`src/rtl/tt_um_prescaled_counter.sv`:
```
// Prescaled up/down counter with programmable modulus, one-shot stop and sticky wrap flag.
// All outputs come straight from registers; the prescaler gates the counter to one step per prescale+1 enabled cycles.
module tt_um_prescaled_counter #(
    parameter int WIDTH = 8,
    parameter int PRE_W = 4
) (
    input  logic             clk,
    input  logic             rst,
    input  logic             en,
    input  logic             up_dn,
    input  logic             oneshot,
    input  logic             load,
    input  logic [WIDTH-1:0] load_val,
    input  logic [WIDTH-1:0] max_val,
    input  logic [PRE_W-1:0] prescale,
    input  logic             clr_ovf,
    output logic [WIDTH-1:0] count,
    output logic             tc,
    output logic             done,
    output logic             ovf
);

    localparam logic [WIDTH-1:0] CNT_ONE  = WIDTH'(1);
    localparam logic [WIDTH-1:0] CNT_ZERO = WIDTH'(0);
    localparam logic [PRE_W-1:0] PRE_ONE  = PRE_W'(1);
    localparam logic [PRE_W-1:0] PRE_ZERO = PRE_W'(0);

    logic [WIDTH-1:0] count_r;
    logic [PRE_W-1:0] pre_cnt_r;
    logic             tc_r;
    logic             done_r;
    logic             ovf_r;

    logic             tick_s;
    logic             terminal_s;
    logic [WIDTH-1:0] count_step_s;

    // Tick qualification and the count value a tick would produce.
    // A count above max_val is treated as terminal when counting up, so out-of-range loads wrap at once.
    always_comb begin
        tick_s       = en & (pre_cnt_r == prescale) & ~done_r;
        terminal_s   = 1'b0;
        count_step_s = count_r;
        if (up_dn) begin
            if (count_r >= max_val) begin
                terminal_s   = 1'b1;
                count_step_s = oneshot ? count_r : CNT_ZERO;
            end else begin
                count_step_s = count_r + CNT_ONE;
            end
        end else begin
            if (count_r == CNT_ZERO) begin
                terminal_s   = 1'b1;
                count_step_s = oneshot ? count_r : max_val;
            end else begin
                count_step_s = count_r - CNT_ONE;
            end
        end
    end

    // State update: reset, then load, then tick, otherwise hold.
    always_ff @(posedge clk) begin
        if (rst) begin
            count_r   <= CNT_ZERO;
            pre_cnt_r <= PRE_ZERO;
            tc_r      <= 1'b0;
            done_r    <= 1'b0;
            ovf_r     <= 1'b0;
        end else if (load) begin
            count_r   <= load_val;
            pre_cnt_r <= PRE_ZERO;
            tc_r      <= 1'b0;
            done_r    <= 1'b0;
            ovf_r     <= clr_ovf ? 1'b0 : ovf_r;
        end else begin
            tc_r <= tick_s & terminal_s;
            if (tick_s) begin
                count_r   <= count_step_s;
                pre_cnt_r <= PRE_ZERO;
                if (terminal_s & oneshot) begin
                    done_r <= 1'b1;
                end
            end else if (en & ~done_r) begin
                pre_cnt_r <= pre_cnt_r + PRE_ONE;
            end
            // A wrap in the same cycle as a clear leaves the flag set.
            if (tick_s & terminal_s & ~oneshot) begin
                ovf_r <= 1'b1;
            end else if (clr_ovf) begin
                ovf_r <= 1'b0;
            end
        end
    end

    assign count = count_r;
    assign tc    = tc_r;
    assign done  = done_r;
    assign ovf   = ovf_r;

endmodule

```
`config.mk`:
```
export PLATFORM = sky130hd
export DESIGN_NAME = tt_um_prescaled_counter
export DESIGN_NICKNAME = d
export VERILOG_FILES = /design/src/rtl/tt_um_prescaled_counter.sv
export SDC_FILE = /design/constraint.sdc
export NUM_CORES = 1
export LEC_CHECK = 0
export CORE_AREA = 2 2 57 59
export CTS_CLUSTER_SIZE = 16
export DETAILED_ROUTE_END_ITERATION = 12
export DIE_AREA = 0 0 59 61
export GPL_TIMING_DRIVEN = 0
export PLACE_DENSITY = 0.76
export SETUP_SLACK_MARGIN = 0.05
export SYNTH_ARGS = -nofsm -noshare
export SYNTH_HDL_FRONTEND = slang
export SYNTH_SLANG_ARGS = --single-unit
```
`constraint.sdc`:
```
create_clock -name clk -period 3.2 [get_ports clk]
set_clock_uncertainty 0.1 [all_clocks]
set_input_delay 0.32 -clock clk [delete_from_list [all_inputs] [get_ports clk]]
set_output_delay 0.32 -clock clk [all_outputs]
set_load 0.1 [all_outputs]
```
* Yosys cells after proc, flatten, opt, wreduce, memory -nomap -nowiden
Index checks and enable logic that the tools add are counted. Widths: inputs -> output; s select.
Operators by class: order comparisons 1, bitwise gates (word level) 8, equality and inequality tests 3, multiplexer cells 13, add/subtract/negate cells 3, reduce and logical (&&, ||, !) cells 6
Operators by type and width (number):
- $mux 8 | 7
- $add 8x1->8 const B | 1
- $ge 8x8->1 | 1
- $logic_not 8->1 | 1
- $ne 4x4->1 const B | 2
- $sub 8x1->8 const B | 1
- $and 1x1->1 | 6
- $mux 1 | 6
- $add 4x1->4 const B | 1
- $eq 4x4->1 | 1
- $reduce_and 3->1 | 1
- $reduce_or 3->1 | 1
- $not 1->1 | 2
- $reduce_and 2->1 | 1
- $reduce_bool 2->1 | 1
- $reduce_or 2->1 | 1
Word-level totals: bits of input ports 27, flip-flop bits (word level) 15, output and inout port bits 11, word-level logic and storage cells 39

* Longest topological paths before layout
word-level depth 7, gate-level depth with buffers 10, depth with buffers taken out 9

* Worst setup path before layout
Ideal clock, no wire load.
path type register to register, start register count_r[2], in the netlist count[2], end register count_r[5], in the netlist count[5], data arrival time 2802 ps, required time 3021 ps, stages on the path, launching flop included 10, library setup time 79 ps, slack 219 ps, buffers on the path 3, clock period less this slack 2981 ps, cell sequence dfxtp_1 -> buf_6 -> or4_4 -> or3_1 -> buf_6 -> nand2b_4 -> a31oi_2 -> buf_6 -> or4b_1 -> o211ai_1
On the way: longest elaborated chain between the ends 5, elaborated cells between the ends (all ways) 12, those cells by class add/sub (2); order compare (1); eq/ne (2); mux (5); reduce/logical (2)
RTL lines:
- start, declared | RTL line 28 | logic [WIDTH-1:0] count_r;
- start signal, assigned | RTL line 70 | count_r <= load_val;
- start signal, assigned | RTL line 78 | count_r <= count_step_s;
- $sub 8x1->8 (tied with other cells) | RTL line 56 | count_step_s = count_r - CNT_ONE;
- $mux 8, on equally long branches | RTL line 52, 45
- $mux 8 | RTL line 44 | if (up_dn) begin
- $mux 8 | RTL line 77 | if (tick_s) begin
- $mux 8 | RTL line 69 | end else if (load) begin
Several ways; a longest one is shown, not always the timed one. The select of a mux whose other input is x is not followed. A chain may end at the register's enable or synchronous reset.

* Worst setup path after layout
start input port en, end register count_r[2], in the netlist count[2]
On the way: longest elaborated chain between the ends 4
RTL lines:
- start, declared | RTL line 9 | input logic en,
- $and 1x1->1 (2 in a row) | RTL line 41 | tick_s = en & (pre_cnt_r == prescale) & ~done_r;
- $reduce_bool 2->1 (no source line)
- $reduce_and 3->1 (no source line)
Every way passes these cells.

==> impl_metrics.py <==
metrics = {
    "worst_setup_path": {
        "cp-end-kind": "flip-flop",
        "required_time_of_the_critical_path_ns": 3.27,
        "worstSetupPathType": "in2reg",
        "cp_max_fo": 10,
        "worstPathCellList": "clkdlybuf4s50_1 > nor2b_1 > nand2_1 > nor4_1 > inv_1 > a31oi_2 > buf_6 > mux2i_1 > o22ai_1",
        "critical_path_source_type": "input pin",
        "arrival_ns": 2.94,
        "cp_slowest_cell": "sky130_fd_sc_hd__nor4_1",
        "worst_path_largest_cell_delay_ns": 0.78,
        "worst_setup_slack_for_register_to_register_paths_ns": 0.47,
        "cell_family_contributing_the_most_delay_on_the_critical_path": "simple AND/OR/NAND/NOR gates",
        "cp_num_buf_inv": 3,
    },
    "layout": {
        "drive_gt1_share_pct": 6.83,
        "area.growth.synth_to_final_pct": 32.6,
        "antennaDiodeCount": 0,
        "nNetsFinal": 245,
        "fin_cells": 238,
    },
    "synth": {
        "syn-mean-instance-area_um2": 8.02,
        "netlist_area_um2": 1320,
        "post_synth_num_cell_types": 40,
        "synth_most_common_cell": "sky130_fd_sc_hd__nand2_1",
        "yosys_register_bits": 15,
        "synth_flop_cell": "sky130_fd_sc_hd__dfxtp_1",
        "synth_cells": 165,
        "synth_seq_area_share_pct": 22.7,
        "nets_in_the_synthesized_netlist": 204,
        "synth-async-reset-ratio_pct": 0,
        "yosysWarnings": 0,
        "synth_edf_count": 0,
        "synth_top_area_cell": "sky130_fd_sc_hd__dfxtp_1",
        "synth_largest_type_area_fraction_pct": 22.7,
        "netlist_top_cells_count": "sky130_fd_sc_hd__nand2_1 (17), sky130_fd_sc_hd__dfxtp_1 (15), sky130_fd_sc_hd__inv_1 (13)",
        "synth.top_cells.by_area": "sky130_fd_sc_hd__dfxtp_1 (23%), sky130_fd_sc_hd__ha_1 (11%), sky130_fd_sc_hd__xor2_1 (6.6%), sky130_fd_sc_hd__nand2_1 (4.8%), sky130_fd_sc_hd__xnor2_1 (4.6%)",
    },
    "sta": {
        "max_frequency_ghz": 0.349,
        "finalSetupViolCount": 0,
        "final_max_slew_viols": 0,
        "report.final.hold_viol_count": 0,
        "setup-tns-final_ns": 0,
        "final.period_utilization_pct": 89.6,
        "worst-slew-pin-transition_ns": 1.02,
        "rsz0062_at_grt": "false",
        "min_period_ns": 2.87,
        "relSlewSlack_pct": 31.4,
    },
    "clock_network": {
        "clock_latency_ns": 0.29,
        "post-cts-setup-buffers": 0,
        "ctsRootBufferMaster": "sky130_fd_sc_hd__clkbuf_4",
        "cts_made_buffers": 3,
        "cts.repair.resized": 0,
        "cts-htree-levels": 1,
        "tritoncts": "yes",
        "cts.sinks": 15,
        "clockBufferDepth": 2,
        "hold_buffers": 0,
        "clkTransAtPathRegs_ns": 0.10,
    },
    "die": {
        "fp.coreArea_um2": 2950,
        "die_area_um2": 3600,
        "die_w_um": 59,
        "vertical_die_dimension_um": 61,
        "row_count": 20,
        "starting_density_of_the_core_pct": 44.8,
        "io_pins": 38,
    },
    "grt": {
        "grt_max_degree": 11,
        "grt_overflow_total": 0,
        "grt_pass1_wl_um": 5960,
        "grt_antenna_before_repair": 0,
        "grt_usage_pct": 21.6,
        "first_global_vias": 1358,
    },
    "drt": {
        "drt_iter0_drc": 48,
        "routed-via-count": 1366,
        "wire_per_inst_um": 14.8,
        "totalWireLength_um": 3530,
        "drc": 0,
        "route.detailed.vias_per_inst": 5.74,
        "detailedRoute.firstPassIterationCount": 4,
        "postRouteAntennaNets": 0,
    },
    "power_and_ir_drop": {
        "power.ir.vdd_worst_v": 0.000300,
        "power_density_nw_per_um2": 318,
        "post-layout-total-power_uw": 557,
        "leak_pwr_uw": 0.000710,
    },
    "place": {
        "instance_count_after_placement_with_tap_cells_included": 234,
        "hpwl_um": 2770,
        "numPortBuffers": 36,
        "globalplace.congestion": 0.833,
    },
    "min_path": {
        "hold_path_class": "reg2reg",
    },
    "run_status": {
        "status": "completed",
    },
    "job": {
        "maxCapViolations": 0,
    },
}
-- power breakdown --
group | total (µW) | internal (µW) | switching [µW]
Sequential | 209 | 194 | 14.8
Clock | 117 | 47.5 | 69.5
Combinational | 232 | 99.8 | 132
-- routing by layer --
layer	GRT usage, %	vias up	wire (µm)	part of all wire (%)
met5	0	-	0	0
met4	4.55	0	15	0.42
met3	4.26	2	209	5.9
met2	40.2	47	1800	51
met1	25.8	639	1510	43
li1	-	678	-	-
-- cells by family after synthesis --
kind of cell	synth area share (%)
compound gates	17.5
flops	22.7
mux	5.39
xor+xnor	11.3
simple gates	24.0
buf+inv	7.76
fa+ha+maj	11.4
-- placed cells by master (no fill, tap or decap), types with 2 or more instances in the layout --
| cell | instances |
|---|---|
| sky130_fd_sc_hd__nand3_1 | 11 |
| sky130_fd_sc_hd__or4b_1 | 3 |
| sky130_fd_sc_hd__xnor2_1 | 7 |
| sky130_fd_sc_hd__o221ai_1 | 5 |
| sky130_fd_sc_hd__clkbuf_4 | 3 |
| sky130_fd_sc_hd__xor2_1 | 10 |
| sky130_fd_sc_hd__a21oi_1 | 6 |
| sky130_fd_sc_hd__clkbuf_1 | 4 |
| sky130_fd_sc_hd__nor2b_1 | 2 |
| sky130_fd_sc_hd__ha_1 | 12 |
| sky130_fd_sc_hd__dfxtp_1 | 15 |
| sky130_fd_sc_hd__nand2_1 | 17 |
| sky130_fd_sc_hd__clkdlybuf4s50_1 | 36 |
| sky130_fd_sc_hd__and3_1 | 3 |
| sky130_fd_sc_hd__mux2i_1 | 6 |
| sky130_fd_sc_hd__o211ai_1 | 4 |
| sky130_fd_sc_hd__nor2_1 | 12 |
| sky130_fd_sc_hd__o21ai_1 | 3 |
| sky130_fd_sc_hd__buf_6 | 3 |
| sky130_fd_sc_hd__inv_1 | 13 |
| sky130_fd_sc_hd__o22ai_1 | 7 |
| sky130_fd_sc_hd__nor4_1 | 2 |
-- path summary, 6_finish.rpt --
check | start | endpoint | depth (start not counted)
worst max-delay path | en | count[2] | 9
worst min-delay path | done | done | 2
worst max register to register | count[0] | count[3] | 10
worst min register to register | done | done | 2
-- per-stage QoR --
stage / instance area (µm²) / utilization [%] / setup slack [ns] / hold WS (ns)
2_1_floorplan: 1320 / - / 0.219 / 0.365
3_3_place_gp: 1720 / 58.4 / 0.175 / 0.415
3_5_place_dp: 1720 / 58.4 / -0.000444 / 0.394
4_1_cts: 1750 / 59.4 / 0.316 / 0.428
5_1_grt: 1750 / 59.4 / 0.0837 / 0.458
6_report: 1750 / 59.4 / 0.332 / 0.420
-- final cells by class --
type | count | area (µm²)
fill | 285 | 1200
multi-input combinational | 129 | 920
timing repair buffer | 36 | 360
sequential | 15 | 300
buffer | 8 | 53.8
inverter | 13 | 48.8
tap | 33 | 41.3
clock buffer | 3 | 22.5
clock inverter | 1 | 7.51
-- worst min-delay path: stages (launching register included) --
cell and delay (ns):
sky130_fd_sc_hd__dfxtp_1 0.36, sky130_fd_sc_hd__a41oi_1 0.06, sky130_fd_sc_hd__nor2_1 0.07
-- state kept, by name (all words and copies together), names as in the netlist --
name and flops:
pre_cnt_r 4, tc 1, count 8, ovf 1, done 1
Power figures use the tool's default switching activity.
